**src/rtl/bus_arbiter4_pkg.sv**
```systemverilog
// ---------------------------------------------------------------------------
// bus_arbiter4_pkg
// Shared definitions for the 4-way round-robin bus arbiter:
//   - NREQ             : number of requesters
//   - MAXBURST_DEFAULT : default maximum beats per locked grant
//   - arb_state_e      : arbiter FSM state encoding (IDLE=0, BUSY=1)
//   - idx_to_onehot()  : 2-bit index to 4-bit one-hot grant vector
// ---------------------------------------------------------------------------
package bus_arbiter4_pkg;

    localparam int NREQ             = 4;
    localparam int MAXBURST_DEFAULT = 8;

    typedef enum logic [0:0] {
        IDLE = 1'b0,
        BUSY = 1'b1
    } arb_state_e;

    function automatic logic [3:0] idx_to_onehot(input logic [1:0] idx);
        return 4'b0001 << idx;
    endfunction

endpackage

```
**src/rtl/bus_arbiter4_rr_pick4.sv**
```systemverilog
// ---------------------------------------------------------------------------
// rr_pick4
// Combinational round-robin picker: finds the first set request bit at or
// after ptr, searching upward modulo 4.
// Ports:
//   req   : input  [3:0] request vector
//   ptr   : input  [1:0] search start position
//   found : output       at least one request is set
//   idx   : output [1:0] index of the chosen request (ptr when none found)
// ---------------------------------------------------------------------------
module rr_pick4 (
    input  logic [3:0] req,
    input  logic [1:0] ptr,
    output logic       found,
    output logic [1:0] idx
);

    logic [7:0] req_dbl_s;
    logic [3:0] req_rot_s;
    logic [1:0] offset_s;

    // Rotate so that bit 0 of req_rot_s corresponds to requester ptr; a plain
    // priority encode on the rotated vector then gives the upward search.
    assign req_dbl_s = {req, req} >> ptr;
    assign req_rot_s = req_dbl_s[3:0];

    // Priority-encode the rotated request vector.
    always_comb begin
        found    = 1'b1;
        offset_s = 2'd0;
        casez (req_rot_s)
            4'b???1: offset_s = 2'd0;
            4'b??10: offset_s = 2'd1;
            4'b?100: offset_s = 2'd2;
            4'b1000: offset_s = 2'd3;
            default: begin
                found    = 1'b0;
                offset_s = 2'd0;
            end
        endcase
    end

    // Offset is relative to ptr; 2-bit addition wraps modulo 4.
    assign idx = ptr + offset_s;

endmodule

```
**src/rtl/mux4_32.sv**
```systemverilog
// ---------------------------------------------------------------------------
// mux4_32
// 32-bit 4:1 multiplexer cell.
// Ports:
//   d0..d3 : input  [31:0] data inputs
//   s      : input  [1:0]  select
//   y      : output [31:0] selected data
// ---------------------------------------------------------------------------
module mux4_32 (
    input  logic [31:0] d0,
    input  logic [31:0] d1,
    input  logic [31:0] d2,
    input  logic [31:0] d3,
    input  logic [1:0]  s,
    output logic [31:0] y
);

    // Select one of four data words.
    always_comb begin
        case (s)
            2'd0:    y = d0;
            2'd1:    y = d1;
            2'd2:    y = d2;
            2'd3:    y = d3;
            default: y = 32'd0;
        endcase
    end

endmodule

```
**src/rtl/bus_arbiter4.sv**
```systemverilog
// ---------------------------------------------------------------------------
// bus_arbiter4
// Four-requester round-robin arbiter with optional locked bursts onto one
// shared bus. Grant, select and valid are registered; bus data is the
// selected requester's word.
// Ports:
//   clk        : input         rising-edge clock
//   reset      : input         synchronous active-high reset
//   req        : input  [3:0]  request per requester
//   lock       : input  [3:0]  burst lock per requester
//   din0..din3 : input  [W-1:0] requester data words
//   bus_ready  : input         sink accepts the current beat
//   gnt        : output [3:0]  one-hot grant (registered)
//   sel        : output [1:0]  granted requester index (registered)
//   bus_valid  : output        shared bus beat valid (registered)
//   bus_data   : output [W-1:0] shared bus data, din[sel]
// ---------------------------------------------------------------------------
module bus_arbiter4
    import bus_arbiter4_pkg::*;
#(
    parameter int WIDTH    = 32,
    parameter int MAXBURST = MAXBURST_DEFAULT
) (
    input  logic             clk,
    input  logic             reset,
    input  logic [NREQ-1:0]  req,
    input  logic [NREQ-1:0]  lock,
    input  logic [WIDTH-1:0] din0,
    input  logic [WIDTH-1:0] din1,
    input  logic [WIDTH-1:0] din2,
    input  logic [WIDTH-1:0] din3,
    input  logic             bus_ready,
    output logic [NREQ-1:0]  gnt,
    output logic [1:0]       sel,
    output logic             bus_valid,
    output logic [WIDTH-1:0] bus_data
);

    localparam logic [4:0] MAXBURST_W = 5'(MAXBURST);
    localparam int         NSLICE     = (WIDTH + 31) / 32;
    localparam int         PADW       = NSLICE * 32;

    arb_state_e      state_r;
    arb_state_e      state_nxt_s;
    logic [1:0]      rr_ptr_r;
    logic [1:0]      rr_ptr_nxt_s;
    logic [3:0]      beat_cnt_r;
    logic [3:0]      beat_cnt_nxt_s;
    logic [NREQ-1:0] gnt_r;
    logic [NREQ-1:0] gnt_nxt_s;
    logic [1:0]      sel_r;
    logic [1:0]      sel_nxt_s;
    logic            bus_valid_r;
    logic            bus_valid_nxt_s;

    logic            found_s;
    logic [1:0]      pick_idx_s;
    logic            xfer_s;
    logic            keep_s;

    rr_pick4 u_pick (
        .req   (req),
        .ptr   (rr_ptr_r),
        .found (found_s),
        .idx   (pick_idx_s)
    );

    assign xfer_s = bus_valid_r & bus_ready;
    // Burst continues only while the owner still requests with lock set and
    // the beat just transferred is not the last one allowed.
    assign keep_s = lock[sel_r] & req[sel_r] &
                    (({1'b0, beat_cnt_r} + 5'd1) < MAXBURST_W);

    // FSM state register.
    always_ff @(posedge clk) begin
        if (reset) begin
            state_r <= IDLE;
        end else begin
            state_r <= state_nxt_s;
        end
    end

    // FSM next-state logic.
    always_comb begin
        state_nxt_s = state_r;
        case (state_r)
            IDLE: begin
                if (found_s) begin
                    state_nxt_s = BUSY;
                end else begin
                    state_nxt_s = IDLE;
                end
            end
            BUSY: begin
                // A transfer outranks a simultaneous withdrawal.
                if (xfer_s) begin
                    if (keep_s) begin
                        state_nxt_s = BUSY;
                    end else begin
                        state_nxt_s = IDLE;
                    end
                end else if (!req[sel_r]) begin
                    state_nxt_s = IDLE;
                end else begin
                    state_nxt_s = BUSY;
                end
            end
            default: state_nxt_s = IDLE;
        endcase
    end

    // FSM output logic: next values of grant, select, valid, pointer, count.
    always_comb begin
        gnt_nxt_s       = gnt_r;
        sel_nxt_s       = sel_r;
        bus_valid_nxt_s = bus_valid_r;
        rr_ptr_nxt_s    = rr_ptr_r;
        beat_cnt_nxt_s  = beat_cnt_r;
        case (state_r)
            IDLE: begin
                if (found_s) begin
                    gnt_nxt_s       = idx_to_onehot(pick_idx_s);
                    sel_nxt_s       = pick_idx_s;
                    bus_valid_nxt_s = 1'b1;
                    beat_cnt_nxt_s  = 4'd0;
                end else begin
                    gnt_nxt_s       = 4'd0;
                    bus_valid_nxt_s = 1'b0;
                end
            end
            BUSY: begin
                if (xfer_s) begin
                    if (keep_s) begin
                        beat_cnt_nxt_s = beat_cnt_r + 4'd1;
                    end else begin
                        // Release: next search starts just past the owner.
                        gnt_nxt_s       = 4'd0;
                        bus_valid_nxt_s = 1'b0;
                        rr_ptr_nxt_s    = sel_r + 2'd1;
                        beat_cnt_nxt_s  = 4'd0;
                    end
                end else if (!req[sel_r]) begin
                    // Withdrawal: pointer stays put.
                    gnt_nxt_s       = 4'd0;
                    bus_valid_nxt_s = 1'b0;
                    beat_cnt_nxt_s  = 4'd0;
                end else begin
                    // Stalled by the sink: everything holds.
                    beat_cnt_nxt_s = beat_cnt_r;
                end
            end
            default: begin
                gnt_nxt_s       = 4'd0;
                bus_valid_nxt_s = 1'b0;
                beat_cnt_nxt_s  = 4'd0;
            end
        endcase
    end

    // Registered outputs, round-robin pointer and beat counter.
    always_ff @(posedge clk) begin
        if (reset) begin
            gnt_r       <= 4'd0;
            sel_r       <= 2'd0;
            bus_valid_r <= 1'b0;
            rr_ptr_r    <= 2'd0;
            beat_cnt_r  <= 4'd0;
        end else begin
            gnt_r       <= gnt_nxt_s;
            sel_r       <= sel_nxt_s;
            bus_valid_r <= bus_valid_nxt_s;
            rr_ptr_r    <= rr_ptr_nxt_s;
            beat_cnt_r  <= beat_cnt_nxt_s;
        end
    end

    assign gnt       = gnt_r;
    assign sel       = sel_r;
    assign bus_valid = bus_valid_r;

    // Shared data path: WIDTH is covered by as many 32-bit mux cells as needed.
    logic [PADW-1:0] d0_pad_s;
    logic [PADW-1:0] d1_pad_s;
    logic [PADW-1:0] d2_pad_s;
    logic [PADW-1:0] d3_pad_s;
    logic [PADW-1:0] data_pad_s;

    assign d0_pad_s = PADW'(din0);
    assign d1_pad_s = PADW'(din1);
    assign d2_pad_s = PADW'(din2);
    assign d3_pad_s = PADW'(din3);

    for (genvar g = 0; g < NSLICE; g++) begin : g_mux
        mux4_32 u_mux (
            .d0 (d0_pad_s[g*32 +: 32]),
            .d1 (d1_pad_s[g*32 +: 32]),
            .d2 (d2_pad_s[g*32 +: 32]),
            .d3 (d3_pad_s[g*32 +: 32]),
            .s  (sel_r),
            .y  (data_pad_s[g*32 +: 32])
        );
    end

    assign bus_data = data_pad_s[WIDTH-1:0];

endmodule

```
**config.mk**
```make
export PLATFORM = sky130hd
export DESIGN_NAME = bus_arbiter4
export DESIGN_NICKNAME = d
export VERILOG_FILES = /design/src/rtl/bus_arbiter4_pkg.sv /design/src/rtl/bus_arbiter4_rr_pick4.sv /design/src/rtl/mux4_32.sv /design/src/rtl/bus_arbiter4.sv
export SDC_FILE = /design/constraint.sdc
export NUM_CORES = 1
export LEC_CHECK = 0
export BUFFER_PORTS_ARGS = -buffer_cell sky130_fd_sc_hd__buf_2
export CORE_UTILIZATION = 37
export CTS_BUF_LIST = sky130_fd_sc_hd__clkbuf_16
export DETAILED_ROUTE_END_ITERATION = 10
export GPL_TIMING_DRIVEN = 0
export HOLD_SLACK_MARGIN = 0.15
export PLACE_DENSITY = 0.82
export SLEW_MARGIN = 40
export SYNTH_ARGS = -nofsm -noshare
export SYNTH_HDL_FRONTEND = slang
export SYNTH_SLANG_ARGS = --single-unit
export TNS_END_PERCENT = 10
```
**constraint.sdc**
```tcl
create_clock -name clk -period 3.9 [get_ports clk]
set_input_delay 1.17 -clock clk [delete_from_list [all_inputs] [get_ports clk]]
set_output_delay 1.17 -clock clk [all_outputs]
set_load 0.005 [all_outputs]
```
==> qor.log <==
qor: worst_hold_path.hp-class register to register
qor: clock_network.cts.repair.resized 0
qor: critical_path.cp_slowest_stage_delay 0.57 ns
qor: global_route.grt_pass1_wl 10.0 mm
qor: critical_path.setup.reg_to_reg.worst_slack 1.55 ns
qor: critical_path.worstPathRequired 2.73 ns
qor: logic_synthesis.synth.ff_latch_count 14
qor: final_layout.share_of_layout_cells_above_drive_strength_1 0.460
qor: power_and_ir_drop.power.share.sequential 0.218
qor: logic_synthesis.netlist_area 0.00182 mm2
qor: die.count_of_pins_on_the_block_boundary 178
qor: logic_synthesis.ys_seq_area_frac 0.154
qor: sta.accumulated_negative_setup_slack 0 ns
qor: critical_path.worst-r2r-cell-count 8
qor: power_and_ir_drop.p_leak 1.63 nW
qor: global_route.antenna_violations_before_repair 0
qor: critical_path.startpoint sel[0]$_SDFFE_PP0P_
qor: placed_design.placed_area 0.00278 mm2
qor: logic_synthesis.edff_count_synth 0
qor: logic_synthesis.synth_top_family_by_area compound AO/OA/AOI/OAI gates
qor: worst_hold_path.holdCritStartpoint gnt[3]$_SDFFE_PP0P_
qor: clock_network.clock_latency 0.25 ns
qor: placed_design.routabilityCongestion 0.899
qor: die.die_x 72.1 um
qor: logic_synthesis.post_synth_adder_cell_area 0.0412
qor: logic_synthesis.synth_compound_area_frac 0.274
qor: critical_path.worst_r2r_endpoint gnt[2]$_SDFFE_PP0P_
qor: drt.detail_route.iter0.violations 291
qor: clock_network.clock_tree.buffer_depth 2
qor: job.max-cap-violations 0
qor: die.die_height 72.1 um
qor: die.initial_utilization 0.385
qor: placed_design.placement.io_buffers 174
qor: sta.final_number_of_setup_violating_endpoints 0
qor: sta.period_share 0.876
qor: drt.post-route-drc-count 0
qor: sta.final_max_slew_viol_count 0
qor: logic_synthesis.mean_instance_size_in_the_synthesized_netlist 7.81 um2
qor: sta.finClkSkew 0.00114 ns
qor: critical_path.timing.critical_path.to_type primary output
qor: sta.clock.fmax 293 MHz
qor: clock_network.post_cts.repair.setup_buffers 0
qor: logic_synthesis.synthMuxAreaShare 0.228
qor: power_and_ir_drop.power.switching 0.277 mW
qor: final_layout.antenna_cells 0
qor: worst_hold_path.min_delay_worst_endpoint gnt[3]$_SDFFE_PP0P_
qor: drt.firstDrtPassIters 7
qor: logic_synthesis.synthDistinctLibCells 39
qor: critical_path.timing.critical_path.cells inv_1, ha_1, clkbuf_1, buf_1, mux2i_1, buf_2
qor: drt.remaining_number_of_nets_flagged_by_the_antenna_check_after_routing 0
qor: sta.period_needed 3.41 ns
qor: worst_hold_path.hold_depth 2
qor: logic_synthesis.synthesis.instances 233
qor: clock_network.clkTransAtPathRegs 0.05 ns
qor: clock_network.cts_root_buffer sky130_fd_sc_hd__clkbuf_16
qor: power_and_ir_drop.cellPowerDensity 273 mW/mm2
qor: drt.routed-via-count 2609
qor: global_route.globalRoute.totalOverflow 0
qor: global_route.track_usage 0.241
qor: clock_network.cts_buffers 3
qor: drt.drt_wl_total 7.00 mm
qor: logic_synthesis.postSynth.topFlopCell sky130_fd_sc_hd__dfxtp_1
qor: global_route.grt_max_degree 11
qor: logic_synthesis.synth_xor_xnor_area_share 0.00962
qor: power_and_ir_drop.comb_power_share 0.530
qor: clock_network.tritoncts_clock_tree built
qor: critical_path.path_max_fanout 10
qor: clock_network.cts.htree.levels 1
qor: sta.slew_headroom 0.520
qor: die.die-area 0.00520 mm2
qor: critical_path.crit_slowest_cell sky130_fd_sc_hd__buf_1
qor: sta.rsz0062_at_grt no
qor: global_route.via_count_of_the_first_global_routing_pass 2231
qor: power_and_ir_drop.total_power 0.778 mW
qor: critical_path.timing.critical_path.arrival 2.24 ns
qor: final_layout.post_route_standard_cell_area_excluding_fillers 0.00285 mm2
qor: drt.routed_wire_length_per_instance 14.6 um
qor: drt.number_of_vias_per_cell_after_detailed_routing 5.46
qor: logic_synthesis.synth_simple_gate_area_frac 0.172
qor: critical_path.worstSetupPathType register to primary output
qor: logic_synthesis.asyncSetResetFlopFracSynth 0
qor: final_layout.num-nets-final 557
qor: critical_path.worstSetupStartpointType register
qor: sta.worst_margin_slew 0.720 ns
qor: logic_synthesis.syn_nets 378
qor: critical_path.crit-reg2reg-launch rr_ptr_r[0]$_SDFFE_PP0P_
qor: die.core-area 0.00472 mm2
qor: power_and_ir_drop.clkPwrFrac 0.253
qor: clock_network.cts_num_sinks 14
qor: sta.final_hold_viol_count 0
qor: power_and_ir_drop.power.share.switching 0.356
qor: clock_network.cts_hold_buf 0
qor: run_status.run_status finished, final reports clean
qor: placed_design.detailedPlacementHpwl 5.66 mm
qor: final_layout.area_delta_synth_final 56.8%
qor: logic_synthesis.yosysWarnings 0
qor: die.rows 25
qor: power_and_ir_drop.internal_power 0.501 mW
qor: power_and_ir_drop.power.ir.vdd_worst 0.269 mV
-- kinds of logic after synthesis --
kind of cell	after synthesis
compound gates	57
xor+xnor	2
fa+ha+maj	6
buf+inv	56
flops	14
mux	40
simple gates	58
-- layout by cell type, fill, tap and decap left out, drive strengths merged, types with 2 or more instances in the layout --
cell type / netlist / layout
mux2: 2 / 2
nand3b: 2 / 2
nor2: 17 / 17
nand2: 7 / 7
inv: 35 / 35
a22oi: 2 / 2
a31oi: 2 / 2
buf: 7 / 181
mux2i: 37 / 37
and3: 2 / 2
nand3: 17 / 17
o21ba: 2 / 2
o21bai: 3 / 3
nand2b: 2 / 2
clkbuf: 14 / 17
ha: 6 / 6
o21ai: 9 / 9
o211ai: 2 / 2
dfxtp: 14 / 14
a222oi: 32 / 32
nor4: 2 / 2
nor4b: 2 / 2
or4: 3 / 3
-- how the worst max path moves through the flow --
stage | to | cells after the start | slack, ns
floorplan | gnt[0]$_SDFFE_PP0P_ | 8 | 0.86
detailed placement | gnt[2]$_SDFFE_PP0P_ | 9 | 0.61
CTS | bus_data[16] | 6 | 0.43
finish | bus_data[16] | 6 | 0.49
global route | bus_data[16] | 6 | 0.28
global placement | gnt[0]$_SDFFE_PP0P_ | 9 | 0.63
-- through the flow --
stage               hold WS, ns  worst slack [ns]  std cells   util
floorplan                 0.465             0.857        233      -
global placement          0.472             0.626        474  0.588
detailed placement        0.469             0.609        474  0.588
CTS                       0.483             0.431        478  0.604
global route              0.516             0.281        478  0.604
finish                    0.479             0.485        478  0.604
-- flip-flops by register name (all words and copies together) (netlist names) --
register    count
sel             2
bus_valid       1
beat_cnt_r      4
rr_ptr_r        2
state_r         1
gnt             4
-- cell usage after synthesis, types with 3 or more instances --
master / number / area (um2)
sky130_fd_sc_hd__a222oi_1: 32 / 320
sky130_fd_sc_hd__buf_1: 3 / 11.3
sky130_fd_sc_hd__buf_2: 3 / 15.0
sky130_fd_sc_hd__clkbuf_1: 14 / 52.6
sky130_fd_sc_hd__dfxtp_1: 14 / 280
sky130_fd_sc_hd__ha_1: 6 / 75.1
sky130_fd_sc_hd__inv_1: 35 / 131
sky130_fd_sc_hd__mux2i_1: 37 / 370
sky130_fd_sc_hd__nand2_1: 7 / 26.3
sky130_fd_sc_hd__nand3_1: 17 / 85.1
sky130_fd_sc_hd__nor2_1: 17 / 63.8
sky130_fd_sc_hd__o21ai_0: 8 / 40.0
sky130_fd_sc_hd__o21bai_1: 3 / 22.5
sky130_fd_sc_hd__or4_1: 3 / 22.5
-- routing by layer --
metal	global-route usage	wire length (um)
met1	0.253	2620
met2	0.459	3530
met3	0.0708	708
met4	0.0741	141
met5	0	0
-- power by group through the flow --
stage / clock, mW / combinational [mW] / sequential (mW)
2_1_floorplan: 0 / 0.236 / 0.169
3_3_place_gp: 0 / 0.402 / 0.171
3_5_place_dp: 0 / 0.409 / 0.172
4_1_cts: 0.199 / 0.411 / 0.169
5_1_grt: 0.211 / 0.448 / 0.171
6_report: 0.197 / 0.412 / 0.169
-- worst max-delay path: cells and delay by family (launching register included) --
family | cells | cell delay, ns
flip-flops | 1 | 0.41
adder cells (fa/ha/maj) | 1 | 0.16
multiplexers | 1 | 0.29
buffers and inverters | 4 | 1.13
-- final cells by class --
class / count / area, um2
inverters: 35 / 131
fillers: 436 / 1870
plain buffers: 21 / 90.1
multi-input cells: 163 / 1320
clock buffers: 3 / 75.1
clock inverters: 1 / 3.75
well taps: 67 / 83.8
repair buffers: 174 / 871
flip-flops and latches: 14 / 280
No activity file was read; power rests on OpenSTA's default activity.
